## src/rtl/ex_mul_sequencer_if.sv

```systemverilog
`default_nettype none
// ============================================================================
// Module      : ex_mul_sequencer_if
// Description : EX-stage request/response bundle for the multi-cycle multiply
//               sequencer (pipeline side = master, sequencer side = slave).
// Revision    : 1.0 - initial release
// ============================================================================
interface ex_mul_sequencer_if #(
    parameter int WIDTH = 32
);
    logic             Start;
    logic [5:0]       ALUControl;
    logic [WIDTH-1:0] A;
    logic [WIDTH-1:0] B;
    logic             Flush;
    logic             Stall;
    logic             Busy;
    logic [WIDTH-1:0] Result;
    logic             ResultValid;

    modport master (
        output Start, ALUControl, A, B, Flush,
        input  Stall, Busy, Result, ResultValid
    );

    modport slave (
        input  Start, ALUControl, A, B, Flush,
        output Stall, Busy, Result, ResultValid
    );
endinterface
`default_nettype wire

```

## src/rtl/ex_mul_sequencer.sv

```systemverilog
`default_nettype none
// ============================================================================
// Module      : ex_mul_sequencer
// Description : Iterative shift-add multiplier controller for the EX stage;
//               stalls the front end while running, pulses the product once.
// Revision    : 1.0 - initial release
// ============================================================================
module ex_mul_sequencer #(
    parameter int          WIDTH    = 32,
    parameter logic [5:0]  MUL_CODE = 6'b011000
) (
    input  wire logic             Clk,
    input  wire logic             Reset,
    ex_mul_sequencer_if.slave     bus
);

    localparam int CW = (WIDTH > 1) ? $clog2(WIDTH) : 1;
    localparam logic [CW-1:0] c_LAST = CW'(WIDTH - 1);

    typedef enum logic [1:0] {
        S_IDLE = 2'd0,
        S_RUN  = 2'd1,
        S_DONE = 2'd2
    } state_t;

    state_t           r_state;
    state_t           w_next;
    logic [WIDTH-1:0] r_mcand;
    logic [WIDTH-1:0] r_mplier;
    logic [WIDTH-1:0] r_acc;
    logic [CW-1:0]    r_count;
    logic [WIDTH-1:0] r_result;
    logic             r_result_valid;
    logic             r_busy;

    logic             w_is_mul;
    logic             w_accept;
    logic             w_finish;
    logic             w_stall;
    logic [WIDTH-1:0] w_acc_step;

    assign w_is_mul   = bus.Start && (bus.ALUControl == MUL_CODE);
    assign w_acc_step = r_mplier[0] ? (r_acc + r_mcand) : r_acc;

    always_comb begin
        w_next   = r_state;
        w_accept = 1'b0;
        w_finish = 1'b0;
        w_stall  = 1'b0;
        case (r_state)
            S_IDLE: begin
                if (w_is_mul) begin
                    w_accept = 1'b1;
                    w_stall  = 1'b1;
                    w_next   = S_RUN;
                end
            end
            S_RUN: begin
                w_stall = 1'b1;
                if (r_count == c_LAST) begin
                    w_finish = 1'b1;
                    w_next   = S_DONE;
                end
            end
            S_DONE: begin
                // ID/EX still holds the completed mul here, so Start is ignored.
                w_next = S_IDLE;
            end
            default: begin
                w_next = S_IDLE;
            end
        endcase
        // A squashed instruction must neither start nor retire a multiply.
        if (bus.Flush || Reset) begin
            w_next   = S_IDLE;
            w_accept = 1'b0;
            w_finish = 1'b0;
            w_stall  = 1'b0;
        end
    end

    always_ff @(posedge Clk) begin
        if (Reset) begin
            r_state        <= S_IDLE;
            r_mcand        <= '0;
            r_mplier       <= '0;
            r_acc          <= '0;
            r_count        <= '0;
            r_result       <= '0;
            r_result_valid <= 1'b0;
            r_busy         <= 1'b0;
        end else begin
            r_state        <= w_next;
            r_busy         <= (w_next == S_RUN);
            r_result_valid <= (w_next == S_DONE);
            if (w_accept) begin
                r_mcand  <= bus.A;
                r_mplier <= bus.B;
                r_acc    <= '0;
                r_count  <= '0;
            end else if (r_state == S_RUN && !bus.Flush) begin
                r_acc    <= w_acc_step;
                r_mcand  <= r_mcand << 1;
                r_mplier <= r_mplier >> 1;
                r_count  <= r_count + CW'(1);
            end
            if (w_finish) begin
                r_result <= w_acc_step;
            end
        end
    end

    assign bus.Stall       = w_stall;
    assign bus.Busy        = r_busy;
    assign bus.Result      = r_result;
    assign bus.ResultValid = r_result_valid;

endmodule
`default_nettype wire

```

## src/flat_wrapper.sv

```systemverilog
// flat-port wrapper written by rule: the top's interface ports become plain ports
module ex_mul_sequencer_flat 
#(
    parameter int          WIDTH    = 32,
    parameter logic [5:0]  MUL_CODE = 6'b011000
)
  (Clk, Reset, bus_Start, bus_ALUControl, bus_A, bus_B, bus_Flush, bus_Stall, bus_Busy, bus_Result, bus_ResultValid);
  ex_mul_sequencer_if #(.WIDTH(WIDTH)) bus_i ();
  input  wire logic Clk;
  input  wire logic Reset;
  input wire logic [$bits(bus_i.Start)-1:0] bus_Start;
  input wire logic [$bits(bus_i.ALUControl)-1:0] bus_ALUControl;
  input wire logic [$bits(bus_i.A)-1:0] bus_A;
  input wire logic [$bits(bus_i.B)-1:0] bus_B;
  input wire logic [$bits(bus_i.Flush)-1:0] bus_Flush;
  output wire logic [$bits(bus_i.Stall)-1:0] bus_Stall;
  output wire logic [$bits(bus_i.Busy)-1:0] bus_Busy;
  output wire logic [$bits(bus_i.Result)-1:0] bus_Result;
  output wire logic [$bits(bus_i.ResultValid)-1:0] bus_ResultValid;
  assign bus_i.Start = bus_Start;
  assign bus_i.ALUControl = bus_ALUControl;
  assign bus_i.A = bus_A;
  assign bus_i.B = bus_B;
  assign bus_i.Flush = bus_Flush;
  assign bus_Stall = bus_i.Stall;
  assign bus_Busy = bus_i.Busy;
  assign bus_Result = bus_i.Result;
  assign bus_ResultValid = bus_i.ResultValid;
  ex_mul_sequencer #(.WIDTH(WIDTH), .MUL_CODE(MUL_CODE)) u_core (.Clk(Clk), .Reset(Reset), .bus(bus_i));
endmodule
```

## config.mk

```make
export PLATFORM = sky130hd
export DESIGN_NAME = ex_mul_sequencer_flat
export DESIGN_NICKNAME = d
export VERILOG_FILES = /design/src/rtl/ex_mul_sequencer_if.sv /design/src/rtl/ex_mul_sequencer.sv /design/src/flat_wrapper.sv
export SDC_FILE = /design/constraint.sdc
export NUM_CORES = 1
export LEC_CHECK = 0
export ABC_AREA = 1
export BUFFER_PORTS_ARGS = -buffer_cell sky130_fd_sc_hd__buf_2
export CORE_UTILIZATION = 54
export DETAILED_ROUTE_END_ITERATION = 6
export PLACE_DENSITY = 0.74
export REMOVE_ABC_BUFFERS = 1
export SETUP_SLACK_MARGIN = 0.02
export SLEW_MARGIN = 20
export SYNTH_ARGS = -nofsm -noshare
export SYNTH_HDL_FRONTEND = slang
export SYNTH_SLANG_ARGS = --single-unit
```

## constraint.sdc

```tcl
create_clock -name Clk -period 2.7 [get_ports Clk]
set_clock_uncertainty 0.1 [all_clocks]
set_input_delay 0.27 -clock Clk [delete_from_list [all_inputs] [get_ports Clk]]
set_output_delay 0.27 -clock Clk [all_outputs]
set_load 0.01 [all_outputs]
```

==> reports/metrics.csv <==
metric,value,unit
worst_slew_pin_slew,0.838,ns
hold_viol_final,0,
relSlewSlack,44.1,%
fillers,1381,
yosys_warnings,0,
vias,8252,
final_layout_size_suffix_gt1_share,13.6,%
p_per_area,463,nW/um^2
wire_per_inst,14.3,um
finalSetupViolations,0,
rsz0062_at_grt,false,
leakage,4.83,nW
grt_pass1_vias,7708,
synthMuxAreaShare,0.246,%
synth_top_family_by_area,simple AND/OR/NAND/NOR gates,
arrival,2.55,ns
fin_setup_tns,0,ns
drcViolationCount,8,
cts_max_level,4,
cp_max_fo,5,
num_io_pins,109,
period_needed,2.32,ns
gp_congestion,0.967,
total_power,4.45,mW
multi_input_area,4490,sq um
die_area,15600,sq um
async_flop_share,0,%
layout_commonest_cell,nand2_1,
post_cts_buffers,0,
totalWireLength,22500,um
hp-class,in -> reg,
area_growth,17.9,%
synth_top_flop_cell,dfxtp_1,
place_area,8760,sq um
dieHeight,125,um
post-route-period-util,85.9,%
core-area,14600,sq um
synthDistinctLibCells,40,
netlist_top_cells_area,"dfxtp_1 (34%), nand2_1 (23%), inv_1 (7.4%), ha_1 (5.1%), nand3_1 (4.7%)",
insertion_delay,0.44,ns
dr.pass1.iters,7,
synthSimpleGateAreaFrac,34.8,%
synth_area_leader_cell,dfxtp_1,
cpPeakStageDelay,0.45,ns
critPathLaunch,u_core.r_acc[0],
gr-usage-all-layers,30.0,%
grt_pass1_wl,37100,um
cap_violations,0,
finalNetCount,1486,
stdcell_area,9610,sq um
ys_seq_elements,137,
fin_ws,0.381,ns
synth-compound-area-share,13.2,%
met2WireLength,10000,um
die_x,125,um
violations,DRC,
cts_sinks,137,
path_class,reg -> reg,
cts_root_buffer,clkbuf_16,
path_cells,"ha_1, fa_1, nand3_1, nand3_1, nand3_1, nand3b_1, xor2_1, nand2_1, nand2_1, o21ai_1, inv_1",
numCtsBuffers,17,
crit_family,adder cells,
synth-edff-count,0,
vias_per_cell,5.24,
holdCritStartpoint,bus_A[12],
crit_path_end_kind,flip-flop,
overflow,0,
wl_met1,10600,um
ys_seq_area_share,33.6,%
cp_num_buf_inv,1,
hpwl,15300,um
fp-row-count,44,
maxSlewViolCount,0,
wl_met3,1390,um
first_iter_violations,585,
antenna_left,0,
diodes,0,
start_util,55.7,%
clockBufferDepth,2,
pre_cts_slack,0.398,ns
status,finished with violations,
cpMostUsedCell,nand3_1,
antenna_found_initial,0,
syn_area,8150,sq um
irDropWorstVdd,0.000447,V
required,2.93,ns
fin_hold_ws,0.0103,ns
regArea,2740,sq um
clk_pin_slew,0.07,ns
io_buffers,108,
grt_max_degree,83,
dp_cells,1514,
fin_cells,1575,
utilization,65.6,%
synth_area_per_cell,6.46,sq um
fmax,431,MHz
route.top_layer_used,met4,
final_cell_mix,"nand2_1 (492), inv_1 (160), dfxtp_1 (137)",
cp_slowest_cell,fa_1,
yosys.area_share.adder,5.31,%
yosysTopAreaCellShare,33.6,%
r2r_start,u_core.r_acc[0],
critPathLaunchType,flip-flop,
cts_tree,done,
netlist_instances,1262,
synth-xor-area-share,1.50,%
layer usage:
metal / GRT usage, % / vias up
li1: - / 4262
met1: 38.7 / 3734
met2: 49.0 / 222
met3: 6.23 / 34
met4: 11.5 / 0
met5: 0 / -
flip-flops by register name, summed over array words and instances, names as in the netlist:
register	flops
u_core.r_count	5
u_core.r_state	2
u_core.r_mcand	32
u_core.r_acc	32
u_core.r_mplier	32
u_core.bus.Busy	1
u_core.bus.ResultValid	1
u_core.bus.Result	32
Yosys cell counts (all sizes together), types with 2 or more instances:
library cell	number
inv	164
nor3b	2
o21a	21
a311oi	31
o22ai	2
xnor2	5
buf	34
nand2	503
mux2i	2
dfxtp	137
nor2	83
o21ai	30
o211ai	4
nor3	4
o31ai	2
clkbuf	22
nand3b	3
nand4	2
nand3	86
and2	2
a21oi	36
xor2	9
a31oi	39
ha	33
what timing repair did:
action                                 CTS  global route
endpoints found under the hold margin   29             0
resized for setup                        0             0
hold buffers                            29             0
kinds of logic (layout without fill, tap and decap cells):
family / after synthesis / in the layout
AND/OR/NAND/NOR: 687 / 687
XOR/XNOR: 14 / 14
adder cells (fa/ha/maj): 34 / 34
flip-flops: 137 / 137
AO/OA/AOI/OAI: 167 / 167
multiplexers: 2 / 2
buffers and inverters: 221 / 350
layout make-up:
cell class | instances | area share (%)
multi-input cells | 904 | 46.7
repair buffers | 153 | 10.0
flip-flops and latches | 137 | 28.5
well taps | 184 | 2.40
clock inverters | 14 | 1.30
inverters | 165 | 6.44
clock buffers | 18 | 4.57
worst min-delay path: stages:
cell and delay, ns:
buf_2 0.09, nor2_1 0.09, a311oi_1 0.05
final timing paths:
check                                            end  cells past startpoint  slack, ns
worst min register to register  u_core.bus.Result[3]                      2       0.37
worst min-delay path              u_core.r_mcand[12]                      3       0.01
worst max-delay path                u_core.r_acc[12]                     11       0.38
worst max register to register      u_core.r_acc[12]                     11       0.38
where the power goes:
group / total, mW / internal (mW) / switching [mW] / leakage, nW
logic: 0.152 / 0.0773 / 0.0748 / 3.45
registers: 2.02 / 2.02 / 0.00201 / 1.10
clock network: 2.27 / 1.24 / 1.03 / 0.279
No activity file was read; power rests on OpenSTA's default activity.
